## src/rtl/uart_rx.sv

```systemverilog
// UART receiver: 8 data bits LSB first, optional even/odd parity, one stop bit.
// Each bit is majority-voted from three samples taken around its midpoint.
module uart_rx #(
    parameter int PRESCALE = 8
) (
    input  logic       clk,
    input  logic       rst,
    input  logic       rx_in,
    input  logic       par_en,
    input  logic       par_typ,
    output logic [7:0] p_data,
    output logic       data_valid,
    output logic       par_err,
    output logic       stp_err
);

    localparam int CW = $clog2(PRESCALE);
    typedef logic [CW-1:0] cnt_t;

    localparam cnt_t SAMP_A = cnt_t'(PRESCALE / 2 - 1);
    localparam cnt_t SAMP_B = cnt_t'(PRESCALE / 2);
    localparam cnt_t SAMP_C = cnt_t'(PRESCALE / 2 + 1);
    localparam cnt_t LAST   = cnt_t'(PRESCALE - 1);

    typedef enum logic [2:0] {
        IDLE,
        START,
        DATA,
        PARITY,
        STOP
    } state_t;

    state_t     state;
    cnt_t       bit_cnt;
    logic [2:0] data_idx;
    logic [7:0] shift_reg;
    logic [1:0] early_samples;
    logic       par_bit;
    logic       stop_bit;
    logic       par_en_lat;
    logic       par_typ_lat;
    logic       bit_value;
    logic       frame_par_err;
    logic       frame_stp_err;

    function automatic logic maj3(input logic a, input logic b, input logic c);
        return (a & b) | (a & c) | (b & c);
    endfunction

    // Third sample is the live line value; the first two were captured earlier.
    assign bit_value     = maj3(early_samples[0], early_samples[1], rx_in);
    assign frame_par_err = par_en_lat & ((^shift_reg ^ par_bit) != par_typ_lat);
    assign frame_stp_err = ~stop_bit;

    always_ff @(posedge clk or negedge rst) begin
        if (!rst) begin
            state         <= IDLE;
            bit_cnt       <= '0;
            data_idx      <= '0;
            shift_reg     <= '0;
            early_samples <= '0;
            par_bit       <= 1'b0;
            stop_bit      <= 1'b0;
            par_en_lat    <= 1'b0;
            par_typ_lat   <= 1'b0;
            p_data        <= 8'h00;
            data_valid    <= 1'b0;
            par_err       <= 1'b0;
            stp_err       <= 1'b0;
        end else begin
            data_valid <= 1'b0;
            par_err    <= 1'b0;
            stp_err    <= 1'b0;

            if (state != IDLE) begin
                bit_cnt <= (bit_cnt == LAST) ? '0 : bit_cnt + cnt_t'(1);
                if (bit_cnt == SAMP_A) early_samples[0] <= rx_in;
                if (bit_cnt == SAMP_B) early_samples[1] <= rx_in;
            end

            case (state)
                IDLE: begin
                    // The detecting cycle is edge 0 of the start bit.
                    if (!rx_in) begin
                        state       <= START;
                        bit_cnt     <= cnt_t'(1);
                        data_idx    <= '0;
                        par_en_lat  <= par_en;
                        par_typ_lat <= par_typ;
                    end
                end

                START: begin
                    if (bit_cnt == SAMP_C && bit_value) begin
                        state   <= IDLE;
                        bit_cnt <= '0;
                    end else if (bit_cnt == LAST) begin
                        state <= DATA;
                    end
                end

                DATA: begin
                    if (bit_cnt == SAMP_C)
                        shift_reg <= {bit_value, shift_reg[7:1]};
                    if (bit_cnt == LAST) begin
                        data_idx <= data_idx + 3'd1;
                        if (data_idx == 3'd7)
                            state <= par_en_lat ? PARITY : STOP;
                    end
                end

                PARITY: begin
                    if (bit_cnt == SAMP_C) par_bit <= bit_value;
                    if (bit_cnt == LAST) state <= STOP;
                end

                STOP: begin
                    if (bit_cnt == SAMP_C) stop_bit <= bit_value;
                    if (bit_cnt == LAST) begin
                        state <= IDLE;
                        if (!frame_par_err && !frame_stp_err) begin
                            data_valid <= 1'b1;
                            p_data     <= shift_reg;
                        end else begin
                            par_err <= frame_par_err;
                            stp_err <= frame_stp_err;
                        end
                    end
                end

                default: begin
                    state   <= IDLE;
                    bit_cnt <= '0;
                end
            endcase
        end
    end

endmodule

```

## config.mk

```make
export PLATFORM = sky130hd
export DESIGN_NAME = uart_rx
export DESIGN_NICKNAME = d
export VERILOG_FILES = /design/src/rtl/uart_rx.sv
export SDC_FILE = /design/constraint.sdc
export NUM_CORES = 1
export LEC_CHECK = 0
export ABC_AREA = 1
export BUFFER_PORTS_ARGS = -buffer_cell sky130_fd_sc_hd__clkbuf_2
export CAP_MARGIN = 20
export CORE_ASPECT_RATIO = 0.8
export CORE_MARGIN = 2
export CORE_UTILIZATION = 60
export DETAILED_ROUTE_END_ITERATION = 16
export HOLD_SLACK_MARGIN = 0.12
export PLACE_DENSITY = 0.8
export SYNTH_ARGS = -nofsm -noshare
export SYNTH_HDL_FRONTEND = slang
export SYNTH_SLANG_ARGS = --single-unit
export TNS_END_PERCENT = 10
```

## constraint.sdc

```tcl
create_clock -name clk -period 2.9 [get_ports clk]
set_input_delay 0.435 -clock clk [delete_from_list [all_inputs] [get_ports clk]]
set_output_delay 0.435 -clock clk [all_outputs]
set_load 0.01 [all_outputs]
```

==> results of run 1 <==
-- cell families (layout without fill, tap and decap cells) --
| kind of cell | count (synthesis) | count (layout) |
|---|---|---|
| DFF | 34 | 34 |
| and+or+nand+nor | 116 | 116 |
| buffers and inverters | 24 | 45 |
| muxes | 1 | 1 |
| AOI/OAI and AO/OA | 30 | 30 |
| adders and majority gates | 7 | 7 |
| xor gates and xnor gates | 2 | 2 |
-- power breakdown --
group / leakage, nW / switching [W] / internal [W]
registers: 0.447 / 0.000106 / 0.000570
logic: 0.549 / 0.000403 / 0.000211
clock network: 0.0308 / 0.000154 / 0.0000869
-- worst min path at each step --
stage,startpoint,slack [ps],cells after the start,end
final,rst,170,1,p_data[1]$_DFFE_PN0P_
after global routing,rst,210,1,par_err$_DFF_PN0_
after CTS,rst,190,1,p_data[1]$_DFFE_PN0P_
after detailed placement,stop_bit$_DFFE_PN0P_,450,1,stp_err$_DFF_PN0_
after global placement,stop_bit$_DFFE_PN0P_,430,1,stp_err$_DFF_PN0_
after floorplan,rst,140,0,bit_cnt[0]$_DFF_PN0_
-- layer usage --
metal | GRT usage [%] | up-vias
li1 | - | 728
met1 | 31.4 | 699
met5 | 0 | -
met4 | 14.2 | 0
met3 | 6.02 | 10
met2 | 41.8 | 48
-- cell usage after synthesis, drive strengths merged --
master and count:
xnor2 1, nand3 20, nand2 78, a31oi 1
a21oi 4, a22o 1, a22oi 1, inv 23
mux2 1, buf 1, o21ai 20, ha 7
nor2 18, o22ai 2, o31ai 1, xor2 1
dfrtp 34
-- through the flow --
step / hold WS (ps) / cells
finish: 166 / 273
global route: 206 / 273
CTS: 188 / 273
detailed placement: 447 / 266
global placement: 431 / 266
floorplan: 139 / 214
-- final cells by class --
class	count	area, um2	share of cell area [%]
Clock buffer	5	37.5	1.96
Tap cell	38	47.5	2.48
Timing Repair Buffer	15	75.1	3.92
Multi-Input combinational cell	156	808	42.2
Clock inverter	2	10.0	0.523
Sequential cell	34	851	44.4
Inverter	23	86.3	4.51
==> run summary, run 1 <==
The flow ran to the end, and the final reports show no timing, DRC or antenna violations. The share of the yosys chip area belonging to registers is 48.6%. The detailed router used layers up to and including met4. In the routed layout, each cell is associated on average with a via count of 5.44. The aggregate global routing overflow came out at 0. The worst-case register-to-register setup slack is 1260 ps. The area inside the core boundary came out at 0.00277 mm2. The synthesized design spends more area on one cell type than any other, namely sky130_fd_sc_hd__dfrtp_1. The share of layout cells above drive strength 1 came out at 16.6%.

Setup violations remaining at the end of the flow were counted as 0. Synthesis produced 214 cells. The total count of max-transition violations in the final report is 0. After synthesis, the cell types taking the most area are sky130_fd_sc_hd__dfrtp_1, sky130_fd_sc_hd__nand2_1, sky130_fd_sc_hd__o21ai_0. The number of buffers and inverters on the critical path is 1.

The quantity of hold-fixing buffers added after cts is 0. In this run the critical register-to-register path is launched from bit_cnt[0]$_DFF_PN0_. The kind of cell adding the most delay to the critical path is adder cells. Tracing the worst setup path back leads to its startpoint at bit_cnt[0]$_DFF_PN0_. Across the run, the number of max-cap violations was 0. The final antenna-violating net count is 0. The total length of routed met3 wires is 195 um. In the final routed layout, each cell accounts on average for 13.2 um. Leaving out fill and tap cells, the most frequent cells in the layout are sky130_fd_sc_hd__nand2_1, sky130_fd_sc_hd__dfrtp_1, sky130_fd_sc_hd__o21ai_0. The standby leakage power is 1.03 nW. The largest vdd supply drop came out at 0.514 mV.

The final-stage net count came out at 247. The total negative setup slack came out at 0 ps. The site row count came out at 17. The adder-cell share of the synthesized area is 5.00%. After clock tree synthesis, the repair step resized 0 gates. The synthesized-area fraction occupied by ao, oa, aoi and oai cells came out at 9.29%. The largest net degree at the start of global routing came out at 35. Before CTS, the worst setup slack after placement is 1300 ps. The number of distinct library cells after synthesis is 24. The maximum count of clock buffers along a single path came out at 2. Setup repair after global routing left no endpoint under its margin. The sort of element at the end of the critical path is a flop. The post-synthesis xor/xnor area fraction is 1.00%.

The number of warnings reported in the yosys synthesis log is 0. The peak fanout along the critical path is 4. The overall die area came out at 0.00337 mm2. The all-layer global routing usage came out at 25.5%. TritonCTS built the clock tree.

The clock net in this run drives a total of 34 sinks. After Yosys synthesis, and, or, nand and nor cells account for 30.2% of the synthesized area. The sum of met2 wire segment lengths after detailed routing is 1750 um. The endpoint arrival time on the critical path is 1880 ps. The power density of the placed cells is 799 mW/mm2. The DRC violations left is 0.

The initial core utilization is 63.3%. The horizontal die dimension is 64.4 um. The worst setup path is launched from a flop.

The post-layout minimum cycle time is 1640 ps. The first routing iteration left 86 violations. The transition time at the pin with the least slew margin is 828 ps. The worst hold path belongs to the class primary input to async pin. The number of global-route vias before repair came out at 1433. The critical path crosses 7 cells after its start point. After clock tree synthesis, the setup repair step added 0 buffers. The final weighted congestion in routability-driven placement is 0.990.

The final HPWL from detailed placement is 2710 um. After filler insertion, the fill cell instance count of the layout stands at 226. The post-CTS clock slew at the launch and capture registers of the worst setup and hold paths came out at 100 ps. Clock tree synthesis inserted a total of 5 buffers.

The total cell area at the placement stage is 0.00187 mm2. The level count of the clock H-tree is 2. After layout, the worst setup slack is 1260 ps. The number of antenna violations at the first check in global routing is 0. Dividing the synthesized area by the synthesized cell count gives 8.18 um2. The count of vias placed by the detailed router came out at 1485.

By area, the combinational part of the netlist is dominated by simple AND/OR/NAND/NOR gates. The area share of the leading cell type in the synthesized netlist came out at 48.6%. The top achievable clock speed is 0.612 GHz. The worst endpoint required time came out at 3140 ps. 16 I/O pins were placed. The remaining max-slew budget at the tightest pin is 44.8%. The timing endpoint of the critical path is data_idx[0]$_DFFE_PN0P_. Leaving out fill and tap cells, the most frequent cell in the layout is sky130_fd_sc_hd__nand2_1. For this block, the routed nets add up to 3610 um of wire. The tree is rooted in a sky130_fd_sc_hd__clkbuf_4.

The final critical path takes up 56.4% of the cycle. The count of inserted antenna diode cells is 0. The critical path in this run is classified as flop to flop. In the final routing, the length of wire on met1 measures 1590 um. The die boundary height came out at 52.3 um. The later-pin clock latency in the skew report came out at 350 ps. The post-route core utilization is 69.3%. The signal on the critical path passes through ha_1 > ha_1 > inv_1 > nor2_1 > nor2_1 > nand2_1 > o31ai_1.

The area added between synthesis and finish came out at 9.44%. For this run, the slowest stage of the critical path takes 420 ps. The overall power is 0.00153 W. The number of iterations in the first detailed-routing pass came out at 4. Measured in cells, the most critical reg-to-reg path has a length of 7. The cell area after synthesis is 0.00175 mm2. The global-route wire length before repair is 6270 um.

On the critical path, the stage with the largest delay is an instance of sky130_fd_sc_hd__dfrtp_1. After synthesis the netlist holds a flip-flop and latch count of 34. Multiplexer cells account for 0.643% of the synthesized area.

The worst reg2reg path endpoint is data_idx[0]$_DFFE_PN0P_. The hold violation count in the final report came out at 0. The final instance area is 0.00192 mm2. The number of nets handed over by synthesis was 226.

The number of port buffers came out at 15. The clock skew came out at 9.30 ps.
No activity file was read; power rests on OpenSTA's default activity.
==> run 2: changes to the inputs <==
--- a/config.mk
+++ b/config.mk
@@ -5,15 +5,15 @@
 export SDC_FILE = /design/constraint.sdc
 export NUM_CORES = 1
 export LEC_CHECK = 0
-export ABC_AREA = 1
+export ABC_AREA = 0
 export BUFFER_PORTS_ARGS = -buffer_cell sky130_fd_sc_hd__clkbuf_2
 export CAP_MARGIN = 20
 export CORE_ASPECT_RATIO = 0.8
 export CORE_MARGIN = 2
-export CORE_UTILIZATION = 60
+export CORE_UTILIZATION = 57
 export DETAILED_ROUTE_END_ITERATION = 16
 export HOLD_SLACK_MARGIN = 0.12
-export PLACE_DENSITY = 0.8
+export PLACE_DENSITY = 0.77
 export SYNTH_ARGS = -nofsm -noshare
 export SYNTH_HDL_FRONTEND = slang
 export SYNTH_SLANG_ARGS = --single-unit
==> constraint.sdc (replaced) <==
create_clock -name clk -period 1.56 [get_ports clk]
set_input_delay 0.234 -clock clk [delete_from_list [all_inputs] [get_ports clk]]
set_output_delay 0.234 -clock clk [all_outputs]
set_load 0.01 [all_outputs]
==> run summary, run 2 <==
The number of vias per cell after detailed routing came out at 5.37 (was 5.44). The worst hold slack came out at 435 ps (was 166 ps). The total count of max-transition violations in the final report came out at 0 (unchanged). Most common library cells after synthesis: sky130_fd_sc_hd__dfrtp_1, sky130_fd_sc_hd__mux2_2, sky130_fd_sc_hd__nand2_1, sky130_fd_sc_hd__o21ai_0 (was sky130_fd_sc_hd__nand2_1, sky130_fd_sc_hd__dfrtp_1, sky130_fd_sc_hd__o21ai_0, sky130_fd_sc_hd__inv_1). The endpoint arrival time on the critical path is 2230 ps (was 1880 ps).

The average detailed-routed wire length per instance was 15.2 um (was 13.2 um). The count of buffer and inverter cells on the critical path is 1 (unchanged). The peak fanout along the critical path is 9 (was 4). The top achievable clock speed is 0.498 GHz (was 0.612 GHz). The number of violations of the max-capacitance limit is 0 (unchanged). The count of flip-flops with a built-in enable after synthesis is 0 (unchanged). The number of antenna violations at the first check in global routing came to 0 (unchanged).

The leading register cell type out of synthesis is sky130_fd_sc_hd__dfrtp_1 (unchanged). The sort of element at the end of the critical path was a flop (unchanged). The final HPWL from detailed placement is 2500 um (was 2710 um).

The all-layer global routing usage came to 22.8% (was 25.5%). The post-CTS clock slew at the launch and capture registers of the worst setup and hold paths came to 100 ps (about the same). The cell chosen for the clock root was sky130_fd_sc_hd__clkbuf_4 (unchanged). Outcome: complete, but fails checks (was finished, final reports clean). The largest vdd supply drop was 1.05 mV (was 0.514 mV).

The initial core utilization came out at 59.6% (was 63.3%). The net count of the mapped netlist was 152 (was 226). The count of inserted antenna diode cells is 0 (unchanged).

The maximum count of clock buffers along a single path is 2 (unchanged). The number of synthesized register bits came out at 34 (unchanged). The horizontal die dimension came out at 63.9 um (was 64.4 um). Critical path cell sequence: xnor2_1 > xnor3_1 > xnor2_2 > a21oi_4 > buf_12 > mux2_2 (was ha_1 > ha_1 > inv_1 > nor2_1 > nor2_1 > nand2_1 > o31ai_1). The die boundary height came out at 51.9 um (was 52.3 um). The worst endpoint required time came out at 1780 ps (was 3140 ps).

The most common library cell in the layout ignoring fill and taps is sky130_fd_sc_hd__dfrtp_1 (was sky130_fd_sc_hd__nand2_1). The level count of the clock H-tree is 2 (unchanged). The cell area after synthesis is 0.00164 mm2 (was 0.00175 mm2).

Dominant cells by area after synthesis: sky130_fd_sc_hd__dfrtp_1, sky130_fd_sc_hd__mux2_2, sky130_fd_sc_hd__ha_1 (was sky130_fd_sc_hd__dfrtp_1, sky130_fd_sc_hd__nand2_1, sky130_fd_sc_hd__o21ai_0). The final worst-path setup slack is -446 ps (was 1260 ps). The overall die area came to 0.00332 mm2 (was 0.00337 mm2). The critical path launch point type was a flop (unchanged). The count of vias placed by the detailed router was 1235 (was 1485). The clock skew is 7.37 ps (was 9.30 ps). The source of the critical timing path is shift_reg[6]$_DFFE_PN0P_ (was bit_cnt[0]$_DFF_PN0_). The delay of the slowest cell on the worst path came out at 460 ps (was 420 ps). The share of layout cells above drive strength 1 came to 43.8% (was 16.6%). The number of global-route vias before repair came out at 1205 (was 1433).

The standby leakage power came out at 1.06 nW (was 1.03 nW). The fill cell total of the finished layout came out at 164 (was 226). Unrepaired setup endpoints after global routing: yes (was no).

The power density of the placed cells is 1560 mW/mm2 (was 799 mW/mm2). The I/O pin count is 16 (unchanged). The post-layout minimum cycle time came out at 2010 ps (was 1640 ps). The later-pin clock latency in the skew report is 330 ps (was 350 ps).

The site row count is 17 (unchanged). The number of iterations in the first detailed-routing pass came out at 4 (unchanged). The area inside the core boundary came to 0.00274 mm2 (was 0.00277 mm2). The total negative setup slack was -4460 ps (was 0 ps). The most area-hungry cell type in the Yosys netlist is sky130_fd_sc_hd__dfrtp_1 (unchanged). The portion of the clock cycle consumed by the worst path in the final layout is 129% (was 56.4%). The clock buffer count from CTS came out at 5 (unchanged). The final instance area came to 0.00213 mm2 (was 0.00192 mm2). The transition time at the pin with the least slew margin is 414 ps (was 828 ps).

The total cell area at the placement stage came out at 0.00196 mm2 (was 0.00187 mm2). The checks that failed: setup timing. The final weighted congestion in routability-driven placement is 0.871 (was 0.990). The synthesized area per cell came out at 11.7 um2 (was 8.18 um2).

The routed wire length was 3500 um (was 3610 um). The kind of cell adding the most delay to the critical path is XOR/XNOR gates (was adder cells). The path category of the worst min-delay check is primary input to flop (was primary input to async pin). The setup violation total in the final timing report is 19 (was 0). The cell with the biggest individual delay on the critical path is sky130_fd_sc_hd__xnor3_1 (was sky130_fd_sc_hd__dfrtp_1). The multi-input combinational cell area is 803 um2 (was 808 um2). The count of mapped cells out of synthesis was 140 (was 214). The global-route wire length before repair is 5530 um (was 6270 um). The launch point of the worst hold path is rx_in.

The total area of sequential cells is 851 um2 (unchanged). The area added between synthesis and finish is 30.4% (was 9.44%). The share of the yosys chip area belonging to registers is 52.0% (was 48.6%). The beginning of the worst register-to-register path is shift_reg[6]$_DFFE_PN0P_ (was bit_cnt[0]$_DFF_PN0_). The final-stage net count came to 203 (was 247).

The number of distinct library cells after synthesis came out at 32 (was 24). The final antenna-violating net count came to 0 (unchanged). The DRC violations left came to 0 (unchanged).

The number of warnings reported in the yosys synthesis log was 0 (unchanged). The TritonCTS clock tree is built (unchanged). The hold violation count in the final report is 0 (unchanged). The startpoint-to-endpoint class of the critical path is flop to flop (unchanged). The fraction of synthesis flops using an asynchronous set or reset pin is 100% (unchanged). The initial detailed-routing violation count is 113 (was 86). The number of port buffers came out at 15 (unchanged). The largest net degree at the start of global routing was 35 (unchanged). The remaining max-slew budget at the tightest pin came out at 72.4% (was 44.8%). The sink count of the clock tree is 34 (unchanged).

The aggregate global routing overflow came out at 0 (unchanged). Highest-count cells in the layout ignoring fill and taps: sky130_fd_sc_hd__dfrtp_1, sky130_fd_sc_hd__buf_4, sky130_fd_sc_hd__mux2_2 (was sky130_fd_sc_hd__nand2_1, sky130_fd_sc_hd__dfrtp_1, sky130_fd_sc_hd__o21ai_0). The cell with the most instances after synthesis is sky130_fd_sc_hd__dfrtp_1 (was sky130_fd_sc_hd__nand2_1). The area share of the leading cell type in the synthesized netlist is 52.0% (was 48.6%). The placement-stage worst setup slack came out at -429 ps (was 1300 ps). The overall power came out at 0.00334 W (was 0.00153 W).
[run 2: cell types whose count changed after synthesis, sizes merged, moves of 9 or more]
cell	previous run	this run
nor2	18	7
nand2	78	14
mux2	1	19
nand3	20	5
inv	23	7
o21ai	20	11
[run 2: cell type report]
type | instances | share of cell area, %
Sequential cell | 34 | 39.9
Inverter | 7 | 1.23
Clock inverter | 1 | 0.234
Timing Repair Buffer | 48 | 16.2
Multi-Input combinational cell | 95 | 37.6
Tap cell | 38 | 2.23
Clock buffer | 7 | 2.58
[run 2: where the power goes]
part	total (W)	switching, W	internal, W	leakage, nW
clock network	0.000502	0.000283	0.000218	0.0353
logic	0.00161	0.000771	0.000834	0.570
registers	0.00123	0.000160	0.00107	0.457
[run 2: stage by stage]
stage          util [%]  instances
5_1_grt            77.8        230
2_1_floorplan         -        140
6_report           77.8        230
3_5_place_dp       71.4        218
4_1_cts            76.0        229
3_3_place_gp       71.4        218
[run 2: cells by family after synthesis]
group	count (synthesis)	synth area share [%]
buffers and inverters	11	2.75
AO/OA/AOI/OAI	24	10.2
XOR/XNOR	8	5.12
adder cells (fa/ha/maj)	8	5.96
AND/OR/NAND/NOR	35	10.3
flip-flops	34	52.0
multiplexers	20	13.7
[run 2: layer usage]
metal  GRT usage, %  part of all wire [%]  vias to the layer above  wire length, um
met5              0                     0                        -                0
met4           8.70                  0.77                        0               27
li1               -                     -                      591                -
met1           30.5                    45                      606             1560
met3           6.49                   4.1                        4              145
met2           35.8                    50                       34             1770
[run 2: tightest hold or removal path: cells and delay by family]
kind,cells,cell delay [ps]
muxes,1,220
and+or+nand+nor,1,60
buffers and inverters,2,220
[run 2: worst paths after layout]
path | slack, ps | to | depth (start not counted)
worst max-delay path | -450 | p_data[6]$_DFFE_PN0P_ | 6
worst min-delay path | 430 | par_typ_lat$_DFFE_PN0P_ | 4
worst max register to register | -450 | p_data[6]$_DFFE_PN0P_ | 6
worst min register to register | 510 | stp_err$_DFF_PN0_ | 1
max in group asynchronous | 810 | shift_reg[4]$_DFFE_PN0P_ | 3
min in group asynchronous | 460 | data_idx[2]$_DFFE_PN0P_ | 3
[run 2: repair_timing]
action	CTS	global route
buffers inserted	1	0
endpoints found under the hold margin	35	1
endpoints found under the setup margin	26	26
gates resized for setup	5	13
pin swaps	1	7
gates cloned	0	0
hold buffers	2	1
